$ cat src/rtl/aes_core_arbiter.sv
// Two-requester front end for a shared AES round core: arbitrates job requests,
// issues one job at a time to the core, and returns the result on the originating channel.
module aes_core_arbiter #(
  parameter int unsigned WIDTH   = 128,
  parameter int unsigned TIMEOUT = 64
) (
  input  logic             clk_i,
  input  logic             rst_n_i,

  input  logic             req0_valid_i,
  output logic             req0_ready_o,
  input  logic [WIDTH-1:0] req0_data_i,
  input  logic [WIDTH-1:0] req0_key_i,
  input  logic             req1_valid_i,
  output logic             req1_ready_o,
  input  logic [WIDTH-1:0] req1_data_i,
  input  logic [WIDTH-1:0] req1_key_i,

  output logic             rsp0_valid_o,
  input  logic             rsp0_ready_i,
  output logic [WIDTH-1:0] rsp0_data_o,
  output logic             rsp0_err_o,
  output logic             rsp1_valid_o,
  input  logic             rsp1_ready_i,
  output logic [WIDTH-1:0] rsp1_data_o,
  output logic             rsp1_err_o,

  output logic             core_start_o,
  output logic [WIDTH-1:0] core_data_o,
  output logic [WIDTH-1:0] core_key_o,
  input  logic             core_busy_i,
  input  logic             core_done_i,
  input  logic [WIDTH-1:0] core_data_final_i
);

  typedef enum logic [1:0] {
    IDLE  = 2'd0,
    ISSUE = 2'd1,
    WAIT  = 2'd2,
    RESP  = 2'd3
  } state_e;

  localparam logic [7:0] CNT_LAST = 8'(TIMEOUT - 1);

  state_e           state_q, state_d;
  logic             last_grant_q, last_grant_d;
  logic             id_q, id_d;
  logic [WIDTH-1:0] data_q, data_d;
  logic [WIDTH-1:0] key_q, key_d;
  logic [WIDTH-1:0] result_q, result_d;
  logic             err_q, err_d;
  logic [7:0]       cnt_q, cnt_d;

  logic can_accept;
  logic win1;
  logic acc0, acc1;
  logic rsp_hs;

  // Ready is gated by rst_n_i so it drops immediately on reset even with valid high.
  always_comb begin
    can_accept   = rst_n_i & (state_q == IDLE) & ~core_busy_i;
    win1         = req1_valid_i & (~req0_valid_i | ~last_grant_q);
    req0_ready_o = can_accept & req0_valid_i & ~win1;
    req1_ready_o = can_accept & win1;
    acc0         = req0_valid_i & req0_ready_o;
    acc1         = req1_valid_i & req1_ready_o;
  end

  always_comb begin
    rsp_hs = id_q ? rsp1_ready_i : rsp0_ready_i;
  end

  always_comb begin
    state_d      = state_q;
    last_grant_d = last_grant_q;
    id_d         = id_q;
    data_d       = data_q;
    key_d        = key_q;
    result_d     = result_q;
    err_d        = err_q;
    cnt_d        = cnt_q;

    unique case (state_q)
      IDLE: begin
        if (acc0) begin
          id_d         = 1'b0;
          data_d       = req0_data_i;
          key_d        = req0_key_i;
          last_grant_d = 1'b0;
          state_d      = ISSUE;
        end else if (acc1) begin
          id_d         = 1'b1;
          data_d       = req1_data_i;
          key_d        = req1_key_i;
          last_grant_d = 1'b1;
          state_d      = ISSUE;
        end
      end
      ISSUE: begin
        cnt_d   = '0;
        state_d = WAIT;
      end
      WAIT: begin
        cnt_d = (cnt_q == 8'hFF) ? cnt_q : cnt_q + 8'd1;
        // done takes priority over an expiring watchdog in the same cycle
        if (core_done_i) begin
          result_d = core_data_final_i;
          err_d    = 1'b0;
          state_d  = RESP;
        end else if (cnt_q == CNT_LAST) begin
          result_d = '0;
          err_d    = 1'b1;
          state_d  = RESP;
        end
      end
      RESP: begin
        if (rsp_hs) begin
          state_d = IDLE;
        end
      end
      default: state_d = IDLE;
    endcase
  end

  always_ff @(posedge clk_i or negedge rst_n_i) begin
    if (!rst_n_i) begin
      state_q      <= IDLE;
      last_grant_q <= 1'b1;
      id_q         <= 1'b0;
      data_q       <= '0;
      key_q        <= '0;
      result_q     <= '0;
      err_q        <= 1'b0;
      cnt_q        <= '0;
    end else begin
      state_q      <= state_d;
      last_grant_q <= last_grant_d;
      id_q         <= id_d;
      data_q       <= data_d;
      key_q        <= key_d;
      result_q     <= result_d;
      err_q        <= err_d;
      cnt_q        <= cnt_d;
    end
  end

  always_comb begin
    core_start_o = (state_q == ISSUE);
    core_data_o  = data_q;
    core_key_o   = key_q;
    rsp0_valid_o = (state_q == RESP) & ~id_q;
    rsp1_valid_o = (state_q == RESP) &  id_q;
    rsp0_err_o   = rsp0_valid_o & err_q;
    rsp1_err_o   = rsp1_valid_o & err_q;
    rsp0_data_o  = id_q ? '0 : result_q;
    rsp1_data_o  = id_q ? result_q : '0;
  end

endmodule
$ cat config.mk
export PLATFORM = sky130hd
export DESIGN_NAME = aes_core_arbiter
export DESIGN_NICKNAME = d
export VERILOG_FILES = /design/src/rtl/aes_core_arbiter.sv
export SDC_FILE = /design/constraint.sdc
export NUM_CORES = 1
export LEC_CHECK = 0
export CELL_PAD_IN_SITES_DETAIL_PLACEMENT = 0
export CELL_PAD_IN_SITES_GLOBAL_PLACEMENT = 2
export CORE_AREA = 10 10 446 448
export DETAILED_ROUTE_END_ITERATION = 12
export DIE_AREA = 0 0 456 458
export PLACE_DENSITY_LB_ADDON = 0.1
export SYNTH_ARGS = -nofsm -noshare
export SYNTH_HDL_FRONTEND = slang
export SYNTH_SLANG_ARGS = --single-unit
$ cat constraint.sdc
create_clock -name clk_i -period 2.5 [get_ports clk_i]
set_input_delay 0.5 -clock clk_i [delete_from_list [all_inputs] [get_ports clk_i]]
set_output_delay 0.5 -clock clk_i [all_outputs]
set_load 0.01 [all_outputs]
-- Word-level counts from Yosys, hierarchy flattened
Index checks and enable logic that the tools add are counted.
- bits in registers: 397
- $add $sub $neg: 1
- equality and inequality tests: 9
- mux-type cells: 21
- bitwise logic cells: 18
- reduce and logical (&&, ||, !) cells: 8
- operators with widths (kind ; number):
    $mux W128 ; 8
    $pmux W8 S2 ; 1
    $and A1 B1 Y1 ; 12
    $mux W2 ; 5
    $add A8 B1 Y8 const B ; 1
    $eq A8 B6 Y1 const B ; 1
    $eq A8 B8 Y1 const B ; 1
    $mux W8 ; 1
    $pmux W2 S4 ; 1
    $ne A3 B3 Y1 const B ; 2
    $reduce_and A2 Y1 ; 3
    $reduce_bool A2 Y1 ; 3
    $mux W1 ; 5
    $not A1 Y1 ; 5
    $eq A2 B2 Y1 const B ; 2
    $ne A2 B2 Y1 const B ; 2
    $reduce_and A3 Y1 ; 1
    $eq A2 B1 Y1 const B ; 1
    $logic_not A2 Y1 ; 1
    $or A1 B1 Y1 ; 1

-- Longest topological paths before layout
- depth after elaboration: 8
- depth in mapped cells: 8

-- Worst setup path before layout
OpenSTA, ideal clock, no wires.
- kind: register to output
- from: register state_q[0]
- to: output req0_ready_o
- arrival time: 1404 ps
- setup slack: 596 ps
- cell stages (with the launch flop): 7
- buffers on the path: 2
- cells stage by stage: dfrtp_1 -> inv_1 -> ha_1 -> nand4b_1 -> nor2_2 -> buf_4 -> buf_2
- cells in the longest elaborated chain, start to end: 5
- ends and longest elaborated chain (element ; line ; RTL):
    start: declaration ; 45 ; state_e state_q, state_d;
    start signal: assignment ; 136 ; state_q <= state_d;
    $logic_not A2 Y1 ; 61 ; can_accept = rst_n_i & (state_q == IDLE) & ~core_busy_i;
    $and A1 B1 Y1 (2 in a row) ; 61 ;
    $and A1 B1 Y1 (2 in a row) ; 63 ; req0_ready_o = can_accept & req0_valid_i & ~win1;
    end: declaration ; 11 ; output logic req0_ready_o,
No other way between the ends.

-- Worst setup path after layout
- from: register id_q
- to: output rsp1_data_o[38]
- cells in the longest elaborated chain, start to end: 1
- ends and longest elaborated chain (element ; line ; RTL):
    start: declaration ; 47 ; logic id_q, id_d;
    start signal: assignment ; 138 ; id_q <= id_d;
    $mux W128 ; 156 ; rsp1_data_o = id_q ? result_q : '0;
    end: declaration ; 25 ; output logic [WIDTH-1:0] rsp1_data_o,
No other way between the ends.

==> flow_summary.ini <==
[status]
outcome = complete, but fails checks
violations = negative setup slack

[timing]
fin_setup_tns_ps = -1890
setup_ws_ps = -144
fin_crit_sh = 1.06
setup_viol = 39
rsz0062_at_grt = true
hold_viol = 0
worstMarginPinSlew_ps = 1030
layout_min_cycle_time_ps = 2640
maxSlewViolCount = 0
slew_headroom = 0.315
fmax_mhz = 378
skew_ps = 28.1

[cts]
cts_buffers = 61
h-tree-depth = 2
clkLatencyLatePin_ps = 690
clockRootBuffer = clkbuf_16
cts.path.max_buffers = 3
cts.sinks = 397
clk_pin_slew_ps = 60
cts_tree = built

[floorplan]
num_rows = 160
start_util = 0.0979
die-area_um2 = 209000
die_w_um = 456
fp.dieH_um = 458
core_area_um2 = 190000
ios = 1167

[setup_path]
cp-start-kind = flop
critPathCaptureType = output pin
cp_slowest_cell = dfrtp_4
cp_data_required_time_ps = 2000
path_cells = buf_12 > buf_6 > buf_8 > buf_4 > and2_2 > buf_2
crit_arrival_ps = 2140
cpPeakStageDelay_ps = 520
critPathKind = reg -> out
r2r_cells = 10
crit_fanout = 9

[pwr]
p_per_area_nw_per_um2 = 1130
p_int_w = 0.0255
p_clk_frac = 0.224
p_leak_nw = 15.6
switching_share = 0.387
total_power_w = 0.0415
vdd_drop_max_uv = 474
switching_power_w = 0.0160
seqPwrFrac = 0.283
combPwrFrac = 0.493

[global_route]
grt_pass1_vias = 21800
grt_pass1_wl_um = 202000
gr-total-overflow = 0
grt_antenna_before_repair = 93
grt_start_max_net_pins = 138
grt_usage = 0.139

[logic_synthesis]
yosys.area_share.simple = 0.196
syn_nets = 2670
synthArstFlopShare = 1.00
ys_ff_latch = 397
synth_top_family_by_area = compound AO/OA/AOI/OAI gates
ys.flop_type = dfrtp_1
syn_area_per_cell_um2 = 9.20
synth_cells = 2016
synth-adder-area-share = 0.00405
yosysTopAreaCellShare = 0.534
synth_cell_types = 39
yosysWarnings = 0
synth_largest_area_cell = dfrtp_1
synth-edff-count = 0
synth_xor_area_frac = 0
seq_area_frac_synth = 0.536
synth_area_leaders = dfrtp_1 (53%), a21oi_1 (6.2%), a22o_1 (6.0%)
synth_mux_area_frac = 0.0184
synth-compound-area-share = 0.199
syn-cell-area_um2 = 18600

[layout]
syn_to_final_growth_pct = 97.3
nFillCells = 21000
layout.nets = 3894
layout_common_cells = clkdlybuf4s50_1 (902), dfrtp_1 (395), nand2_1 (263)
final_common_cell = clkdlybuf4s50_1
drive_gt1_frac = 0.164

[detailed_routing]
wl_per_cell_um = 26.4
ant_nets = 0
dr.pass1.iters = 5
drc = 0
vias = 20500
post_drt_via_cell_ratio = 3.51
drtIter0Drc = 826
routed_wl_um = 154000

[run]
cap_viol_max_count = 0

[placement]
gp_congestion = 0.794
io_buffers = 1166
hpwl_um = 123000

[worst_hold_path]
hold_class = in -> async
[cells by family after synthesis]
family	Yosys count
AO/OA/AOI/OAI	630
adder cells (fa/ha/maj)	6
buffers and inverters	175
flip-flops	397
multiplexers	34
AND/OR/NAND/NOR	774
[power groups by stage]
stage | clock (W) | sequential [W] | combinational, W
3_5_place_dp | 0 | 0.0119 | 0.0205
3_3_place_gp | 0 | 0.0118 | 0.0205
6_report | 0.00930 | 0.0117 | 0.0205
5_1_grt | 0.00997 | 0.0121 | 0.0221
4_1_cts | 0.00984 | 0.0118 | 0.0205
2_1_floorplan | 0 | 0.0120 | 0.00637
[path summary, 6_finish.rpt]
kind,from,to,slack [ps]
max,id_q,rsp1_data_o[38],-140
min,rst_n_i,core_data_o[18],310
max reg2reg,state_q[1],core_key_o[1],350
min reg2reg,core_key_o[44],core_key_o[44],480
max in group asynchronous,rst_n_i,core_data_o[103],650
min in group clk_i,req1_data_i[20],core_data_o[20],410
[synthesized netlist by cell type (2+ instances only)]
cell      number
buf_1         10
buf_6         14
nand3_1        3
and2_1       130
ha_1           6
buf_2         79
dfrtp_1      396
nand2b_1       2
and3_1         4
clkbuf_1      59
o311ai_0       2
o21ai_1      214
mux2i_1       33
a21oi_1      229
nor2_1       233
or3_1          2
a21o_1         2
nor3_1         2
buf_4          6
nand2_1      263
nor2b_1      129
inv_1          7
o21ai_0       48
a22o_1       128
[critical path, delay by kind of cell (launching register included)]
kind | cells | cell delay [ps]
buf+inv | 5 | 730
flops | 1 | 520
simple gates | 1 | 200
[cell type report]
type | count | area, um^2 | area share
Antenna cell | 32 | 80.1 | 0.00219
Clock buffer | 92 | 1790 | 0.0490
Clock inverter | 22 | 284 | 0.00776
Inverter | 7 | 26.3 | 0.000718
Multi-Input combinational cell | 1444 | 8030 | 0.219
Sequential cell | 397 | 9940 | 0.272
Tap cell | 2511 | 3140 | 0.0858
Timing Repair Buffer | 1329 | 13300 | 0.364
[state kept, by name, summed over array words and instances, names as in the netlist]
signal        count
result_q        128
core_key_o      128
last_grant_q      1
core_data_o     128
cnt_q             8
err_q             1
state_q           2
id_q              1
[per-stage QoR]
stage	worst slack, ps	utilization	area, um^2	hold slack [ps]	std cells
after floorplan	596	-	18600	204	2016
after global placement	-485	0.181	34300	469	5650
after detailed placement	-439	0.181	34300	470	5650
after CTS	-304	0.192	36300	223	5786
after global routing	-245	0.193	36600	272	5823
final	-144	0.193	36600	307	5834
[what timing repair did]
action,in CTS,in global routing
buffers inserted,16,12
hold buffers,2,0
pin swaps,4,2
endpoints found under the hold margin,54,0
gates cloned,5,4
resized for setup,692,370
setup endpoints to repair,263,209
[routing by layer]
metal,track usage,wire [um],up-vias
met1,0.140,55100,9980
li1,-,-,9321
met3,0.0569,13000,248
met4,0.0540,4860,68
met5,0,422,-
met2,0.255,80700,874
Power figures use the tool's default switching activity.
